`src/rtl/snn_image_loader.sv`:
```
// Image feeder for snn_core: unpacks 98 UART bytes LSB-first into the input RAM,
// starts the core and reports its digit. Optional inter-byte timeout: IMG_TIMEOUT_EN.
module snn_image_loader #(
  parameter int unsigned NUM_PIXELS  = 784,
  parameter int unsigned ADDR_W      = 10,
  parameter int unsigned TIMEOUT_CYC = 5_000_000
) (
  input  logic              clk,
  input  logic              rst_n,
  input  logic              rx_rdy,
  input  logic [7:0]        rx_data,
  output logic              ram_we,
  output logic [ADDR_W-1:0] ram_addr,
  output logic              ram_data,
  output logic              core_start,
  input  logic              core_done,
  input  logic [3:0]        core_digit,
  output logic [3:0]        digit_out,
  output logic              result_vld,
  output logic              busy,
  output logic              rx_err
);

  localparam int unsigned CNT_W = $clog2(NUM_PIXELS + 1);

  typedef enum logic [2:0] {
    S_RECV,
    S_SHIFT,
    S_START,
    S_RUN,
    S_REPORT
  } state_t;

  state_t            state_q, state_d;
  logic [CNT_W-1:0]  pix_q, pix_d;
  logic [2:0]        bit_q, bit_d;
  logic [7:0]        sh_q, sh_d;
  logic [7:0]        pend_q, pend_d;
  logic              pend_vld_q, pend_vld_d;
  logic [ADDR_W-1:0] addr_q, addr_d;
  logic [3:0]        digit_q, digit_d;
  logic              err_q, err_d;
  logic              timeout;

`ifdef IMG_TIMEOUT_EN
  localparam int unsigned IDLE_W = $clog2(TIMEOUT_CYC + 1);
  logic [IDLE_W-1:0] idle_q;

  assign timeout = (state_q == S_RECV) && (pix_q != '0) && !rx_rdy &&
                   (idle_q == IDLE_W'(TIMEOUT_CYC - 1));

  always_ff @(posedge clk or negedge rst_n) begin
    if (!rst_n) begin
      idle_q <= '0;
    end else if (state_q != S_RECV || rx_rdy || pix_q == '0 || timeout) begin
      idle_q <= '0;
    end else begin
      idle_q <= idle_q + 1'b1;
    end
  end
`else
  assign timeout = 1'b0;
`endif

  always_comb begin
    state_d    = state_q;
    pix_d      = pix_q;
    bit_d      = bit_q;
    sh_d       = sh_q;
    pend_d     = pend_q;
    pend_vld_d = pend_vld_q;
    addr_d     = addr_q;
    digit_d    = digit_q;
    err_d      = err_q;

    case (state_q)
      S_RECV: begin
        if (rx_rdy) begin
          sh_d    = rx_data;
          bit_d   = '0;
          state_d = S_SHIFT;
          if (pix_q == '0) err_d = 1'b0;
        end else if (timeout) begin
          pix_d = '0;
          err_d = 1'b1;
        end
      end
      S_SHIFT: begin
        sh_d   = {1'b0, sh_q[7:1]};
        pix_d  = pix_q + 1'b1;
        bit_d  = bit_q + 1'b1;
        addr_d = ADDR_W'(pix_q);
        if (bit_q == 3'd7) begin
          if (pix_q == CNT_W'(NUM_PIXELS - 1)) begin
            state_d    = S_START;
            pend_vld_d = 1'b0;
          end else if (pend_vld_q) begin
            sh_d       = pend_q;
            pend_d     = rx_data;
            pend_vld_d = rx_rdy;
          end else if (rx_rdy) begin
            // A byte landing on the exit edge would pass through pending and be
            // consumed next; loading it directly is equivalent and gap-free.
            sh_d = rx_data;
          end else begin
            state_d = S_RECV;
          end
        end else if (rx_rdy) begin
          if (pend_vld_q) begin
            err_d = 1'b1;
          end else begin
            pend_d     = rx_data;
            pend_vld_d = 1'b1;
          end
        end
      end
      S_START: begin
        pix_d      = '0;
        pend_vld_d = 1'b0;
        state_d    = S_RUN;
        if (rx_rdy) err_d = 1'b1;
      end
      S_RUN: begin
        if (rx_rdy) err_d = 1'b1;
        if (core_done) begin
          digit_d = core_digit;
          state_d = S_REPORT;
        end
      end
      S_REPORT: begin
        if (rx_rdy) err_d = 1'b1;
        state_d = S_RECV;
      end
      default: state_d = S_RECV;
    endcase
  end

  always_ff @(posedge clk or negedge rst_n) begin
    if (!rst_n) begin
      state_q    <= S_RECV;
      pix_q      <= '0;
      bit_q      <= '0;
      sh_q       <= '0;
      pend_q     <= '0;
      pend_vld_q <= 1'b0;
      addr_q     <= '0;
      digit_q    <= '0;
      err_q      <= 1'b0;
    end else begin
      state_q    <= state_d;
      pix_q      <= pix_d;
      bit_q      <= bit_d;
      sh_q       <= sh_d;
      pend_q     <= pend_d;
      pend_vld_q <= pend_vld_d;
      addr_q     <= addr_d;
      digit_q    <= digit_d;
      err_q      <= err_d;
    end
  end

  assign ram_we     = (state_q == S_SHIFT);
  assign ram_addr   = ram_we ? ADDR_W'(pix_q) : addr_q;
  assign ram_data   = ram_we & sh_q[0];
  assign core_start = (state_q == S_START);
  assign result_vld = (state_q == S_REPORT);
  assign busy       = (state_q == S_START) || (state_q == S_RUN) || (state_q == S_REPORT);
  assign digit_out  = digit_q;
  assign rx_err     = err_q;

endmodule

```
`config.mk`:
```
export PLATFORM = sky130hd
export DESIGN_NAME = snn_image_loader
export DESIGN_NICKNAME = d
export VERILOG_FILES = /design/src/rtl/snn_image_loader.sv
export SDC_FILE = /design/constraint.sdc
export NUM_CORES = 1
export LEC_CHECK = 0
export BUFFER_PORTS_ARGS = -buffer_cell sky130_fd_sc_hd__buf_4
export CORE_ASPECT_RATIO = 1.5
export CORE_UTILIZATION = 60
export CTS_CLUSTER_DIAMETER = 150
export DETAILED_ROUTE_END_ITERATION = 6
export PLACE_DENSITY = 0.82
export SYNTH_ARGS = -nofsm -noshare
export SYNTH_HDL_FRONTEND = slang
export SYNTH_SLANG_ARGS = --single-unit
```
`constraint.sdc`:
```
create_clock -name clk -period 6.05 [get_ports clk]
set_input_delay 1.21 -clock clk [delete_from_list [all_inputs] [get_ports clk]]
set_output_delay 1.21 -clock clk [all_outputs]
set_load 0.02 [all_outputs]
```
==> After elaboration in Yosys (flattened, before gate mapping) <==
Index checks and enable logic that the tools add are counted.
Widths: inputs -> output; s select.
{ "word_totals": {"regBits": 48, "input_bits": 16} }
{ "op_classes": {"n_addsub": 2, "eq_ne": 20, "n_mux": 33, "n_bitwise": 1, "reduce_logical": 15} }
{ "op_table": {"columns": ["operator", "count"], "rows": [
  ["$mux 8", 10],
  ["$mux 3", 7],
  ["$pmux 10 s2", 1],
  ["$pmux 8 s2", 1],
  ["$ne 2x2->1 const B", 7],
  ["$pmux 3 s4", 1],
  ["$add 10x1->10 const B", 1],
  ["$eq 10x10->1 const B", 1],
  ["$logic_not 10->1", 1],
  ["$mux 10", 1],
  ["$reduce_and 5->1", 2],
  ["$mux 1", 9],
  ["$ne 3x2->1 const B", 3],
  ["$ne 2x1->1 const B", 4],
  ["$reduce_and 7->1", 1],
  ["$eq 3x2->1 const B", 2],
  ["$eq 3x3->1 const B", 2],
  ["$pmux 3 s2", 1],
  ["$reduce_and 2->1", 3],
  ["$reduce_bool 2->1", 3],
  ["$add 3x1->3 const B", 1],
  ["$eq 3x1->1 const B", 1],
  ["$logic_not 3->1", 1],
  ["$pmux 1 s3", 1],
  ["other kinds (5)", 6]
]} }

==> Depth between registers and ports, before layout <==
{ "logic_depth": {"word_depth": 5, "ltp_mapped": 8, "ltp_nobuf": 6} }

==> Worst setup path after synthesis <==
Ideal clock, no wire load.
{ "synth_timing": {"kind": "reg-to-output", "startpoint": "reg state_q[1]", "endpoint": "out ram_data", "t_arrival_ps": 1774, "required_time_ps": 4840, "path_slack_ps": 3066, "stages_incl_launch_ff": 7, "n_path_buf": 3, "cell_sequence": "dfrtp_1 > clkbuf_2 > or3b_1 > clkbuf_1 > inv_1 > clkbuf_1 > and2_1"} }
{ "synth_via": {"elab_chain_len": 2} }
{ "synth_rtl": {"columns": ["item", "line", "source"], "rows": [
  ["start, declared", "34", "state_t state_q, state_d;"],
  ["start signal, assigned", "150", "state_q <= state_d;"],
  ["$eq 3x1->1", "162", "assign ram_we = (state_q == S_SHIFT);"],
  ["net ram_we", "12", "output logic ram_we,"],
  ["$and 1x1->1", "164", "assign ram_data = ram_we & sh_q[0];"],
  ["end, declared", "14", "output logic ram_data,"]
]} }
The timed path passes the listed nets, and every way through them passes these cells.

==> Final worst setup path <==
{ "layout_timing": {"startpoint": "reg state_q[2]", "endpoint": "out ram_data"} }
{ "layout_via": {"elab_chain_len": 2} }
{ "layout_rtl": {"columns": ["item", "line"], "rows": [
  ["$eq 3x1->1", "162"],
  ["$and 1x1->1", "164"]
]} }
Every way passes these cells.

==> results.sh <==
export IMPL_fin_skew_ns=0.00898
export IMPL_post_cts_buffers=0
export IMPL_nets=290
export IMPL_syn_area_um2=2420
export IMPL_layout_commonest_cell="dfrtp_1"
export IMPL_cp_slowest_cell="or3b_1"
export IMPL_synth_cell_types=43
export IMPL_fp_dieH_um=79.8
export IMPL_place_inst=306
export IMPL_yosysTopAreaCell="dfrtp_1"
export IMPL_endpoint_kind="output pin"
export IMPL_cts_resized_gates=0
export IMPL_r2r_start="state_q[2]$_DFFE_PN0P_"
export IMPL_coreArea_um2=3750
export IMPL_fin_tns_setup_ns=0
export IMPL_use_met2=0.451
export IMPL_grt_pass1_wl_um=8160
export IMPL_ir_drop_mv=0.269
export IMPL_yosys_warnings=0
export IMPL_syn_inst=244
export IMPL_vias_per_cell=5.99
export IMPL_vias=1875
export IMPL_tritoncts="done"
export IMPL_path_cells="or3b_1, inv_1, and2_1, buf_4"
export IMPL_cp_required_ns=4.84
export IMPL_grtUsageMet1=0.304
export IMPL_p_per_area_nw_per_um2=401
export IMPL_finalCritPeriodShare=0.660
export IMPL_synth_seq_area_share=0.496
export IMPL_grt_pass1_vias=1786
export IMPL_status="finished clean"
export IMPL_synth_ff_type="dfrtp_1"
export IMPL_insertion_delay_ns=0.30
export IMPL_grt_use_met3=0.0533
export IMPL_drive_gt1_frac=0.219
export IMPL_slowest_delay_ns=0.82
export IMPL_finalSetupViolations=0
export IMPL_cp_max_fo=33
export IMPL_cts_sinks=48
export IMPL_hold_start="addr_q[4]$_DFF_PN0_"
export IMPL_rsz0062_at_grt="false"
export IMPL_ioPinCount=36
export IMPL_port_buffers=35
export IMPL_synth_edf_count=0
export IMPL_synth_seq_cells=48
export IMPL_crit_path_start="state_q[2]$_DFFE_PN0P_"
export IMPL_final_cell_mix="dfrtp_1, nand2_1, buf_4"
export IMPL_area_growth_pct=13.4
export IMPL_grt_remaining_overflow=0
export IMPL_postRouteAntennaNets=0
export IMPL_async_reset_ff_frac=1.00
export IMPL_drc=0
export IMPL_dieArea_um2=4300
export IMPL_grt_max_degree=49
export IMPL_antenna_cells=0
export IMPL_dr_first_iter_drc_count=61
export IMPL_clockRootBuffer="clkbuf_8"
export IMPL_clockBufferDepth=2
export IMPL_ff2ff_setup_slack_ns=2.93
export IMPL_start_util=0.645
export IMPL_critPathKind="flop to output pin"
export IMPL_slew_violations=0
export IMPL_crit_arrival_ns=2.78
export IMPL_synth_nets=264
export IMPL_gp_congestion=0.771
export IMPL_fin_cells=313
export IMPL_syn_avg_cell_area_um2=9.92
export IMPL_cts_buffers=5
export IMPL_hold_class="flop to flop"
export IMPL_grt_total_usage=0.263
export IMPL_row_count=27
export IMPL_start_kind="flop"
export IMPL_clk_pin_slew_ns=0.08
export IMPL_dr_pass1_iters=4
export IMPL_leakagePower_nw=1.33
export IMPL_fill_cells=278
export IMPL_worst_slew_pin_slew_ns=1.18
export IMPL_yosys_area_top_type_share=0.496
export IMPL_ys_top_cells_by_area="dfrtp_1, nand2_1, o21ai_0"
export IMPL_fmax_ghz=0.251
export IMPL_drt_total_wl_um=4890
export IMPL_hold_viol=0
export IMPL_cts_htree_levels=2
export IMPL_wl_per_cell_um=15.6
export IMPL_cts_hold_buf=0
export IMPL_hpwl_um=3370
export IMPL_die_width_um=53.9
export IMPL_drv_cap=0
export IMPL_grt_busiest_layer="met2"
export IMPL_antenna_found_initial=0
export IMPL_post_route_min_period_ns=3.99
export IMPL_relSlewSlack=0.204
layout make-up:
type / count / area, um2 / share of cell area
clock buffer: 5 / 68.8 / 0.0251
inverter: 9 / 33.8 / 0.0123
clock inverter: 2 / 12.5 / 0.00456
multi-input combinational: 171 / 1110 / 0.405
timing repair buffer: 35 / 263 / 0.0957
sequential: 48 / 1200 / 0.438
tap: 43 / 53.8 / 0.0196
cells in the mapped netlist, drive strengths merged (2+ instances only):
| library cell | count |
|---|---|
| or4 | 3 |
| or3 | 3 |
| ha | 4 |
| nand2 | 43 |
| buf | 3 |
| o22ai | 2 |
| o221ai | 2 |
| clkbuf | 13 |
| nor2 | 6 |
| mux2i | 14 |
| dfrtp | 48 |
| mux2 | 12 |
| nand4 | 3 |
| o31ai | 2 |
| a31oi | 2 |
| a22oi | 7 |
| nand3 | 5 |
| a21oi | 8 |
| inv | 9 |
| a22o | 4 |
| and2 | 3 |
| o21ai | 33 |
worst paths after layout:
kind,endpoint,cells after the start
setup / recovery,ram_data,4
max in group asynchronous,addr_q[9]$_DFF_PN0_,1
hold reg to reg,addr_q[4]$_DFF_PN0_,2
setup reg to reg,pix_q[4]$_DFFE_PN0P_,5
hold / removal,addr_q[4]$_DFF_PN0_,2
min in group asynchronous,pend_q[0]$_DFFE_PN0P_,1
routing by layer:
metal	wire length [um]	up-vias
met3	115	6
met5	0	-
met1	2060	926
met4	77	0
li1	-	915
met2	2640	28
flip-flops by register name, indices dropped and copies added (netlist names):
name	count
pend_vld_q	1
pix_q	10
rx_err	1
bit_q	3
state_q	3
pend_q	8
addr_q	10
sh_q	8
digit_out	4
power by group:
part	internal (mW)	switching, mW	leakage [nW]
clock	0.0783	0.103	0.0400
combinational	0.202	0.199	0.692
sequential	0.430	0.0886	0.596
total	0.711	0.390	1.33
stage by stage:
stage | setup slack (ns) | area (um2) | power (mW) | util | hold slack (ns)
detailed placement | 2.35 | 2660 | 0.929 | 0.710 | 0.460
CTS | 2.01 | 2750 | 1.11 | 0.732 | 0.482
global route | 1.74 | 2750 | 1.18 | 0.732 | 0.499
global placement | 2.42 | 2660 | 0.911 | 0.710 | 0.456
floorplan | 3.07 | 2420 | 0.804 | - | 0.468
finish | 2.06 | 2750 | 1.10 | 0.732 | 0.477
critical path, delay by kind of cell, from the launching register on:
kind                   cells  cell delay, ns
and+or+nand+nor            2            1.16
DFF                        1            0.54
buffers and inverters      2            0.77
logic make-up after synthesis:
family,share of synthesized area
AND/OR/NAND/NOR,0.150
adder cells (fa/ha/maj),0.0207
multiplexers,0.114
flip-flops,0.496
AO/OA/AOI/OAI,0.172
XOR/XNOR,0.00362
buffers and inverters,0.0439
Power figures use the tool's default switching activity.
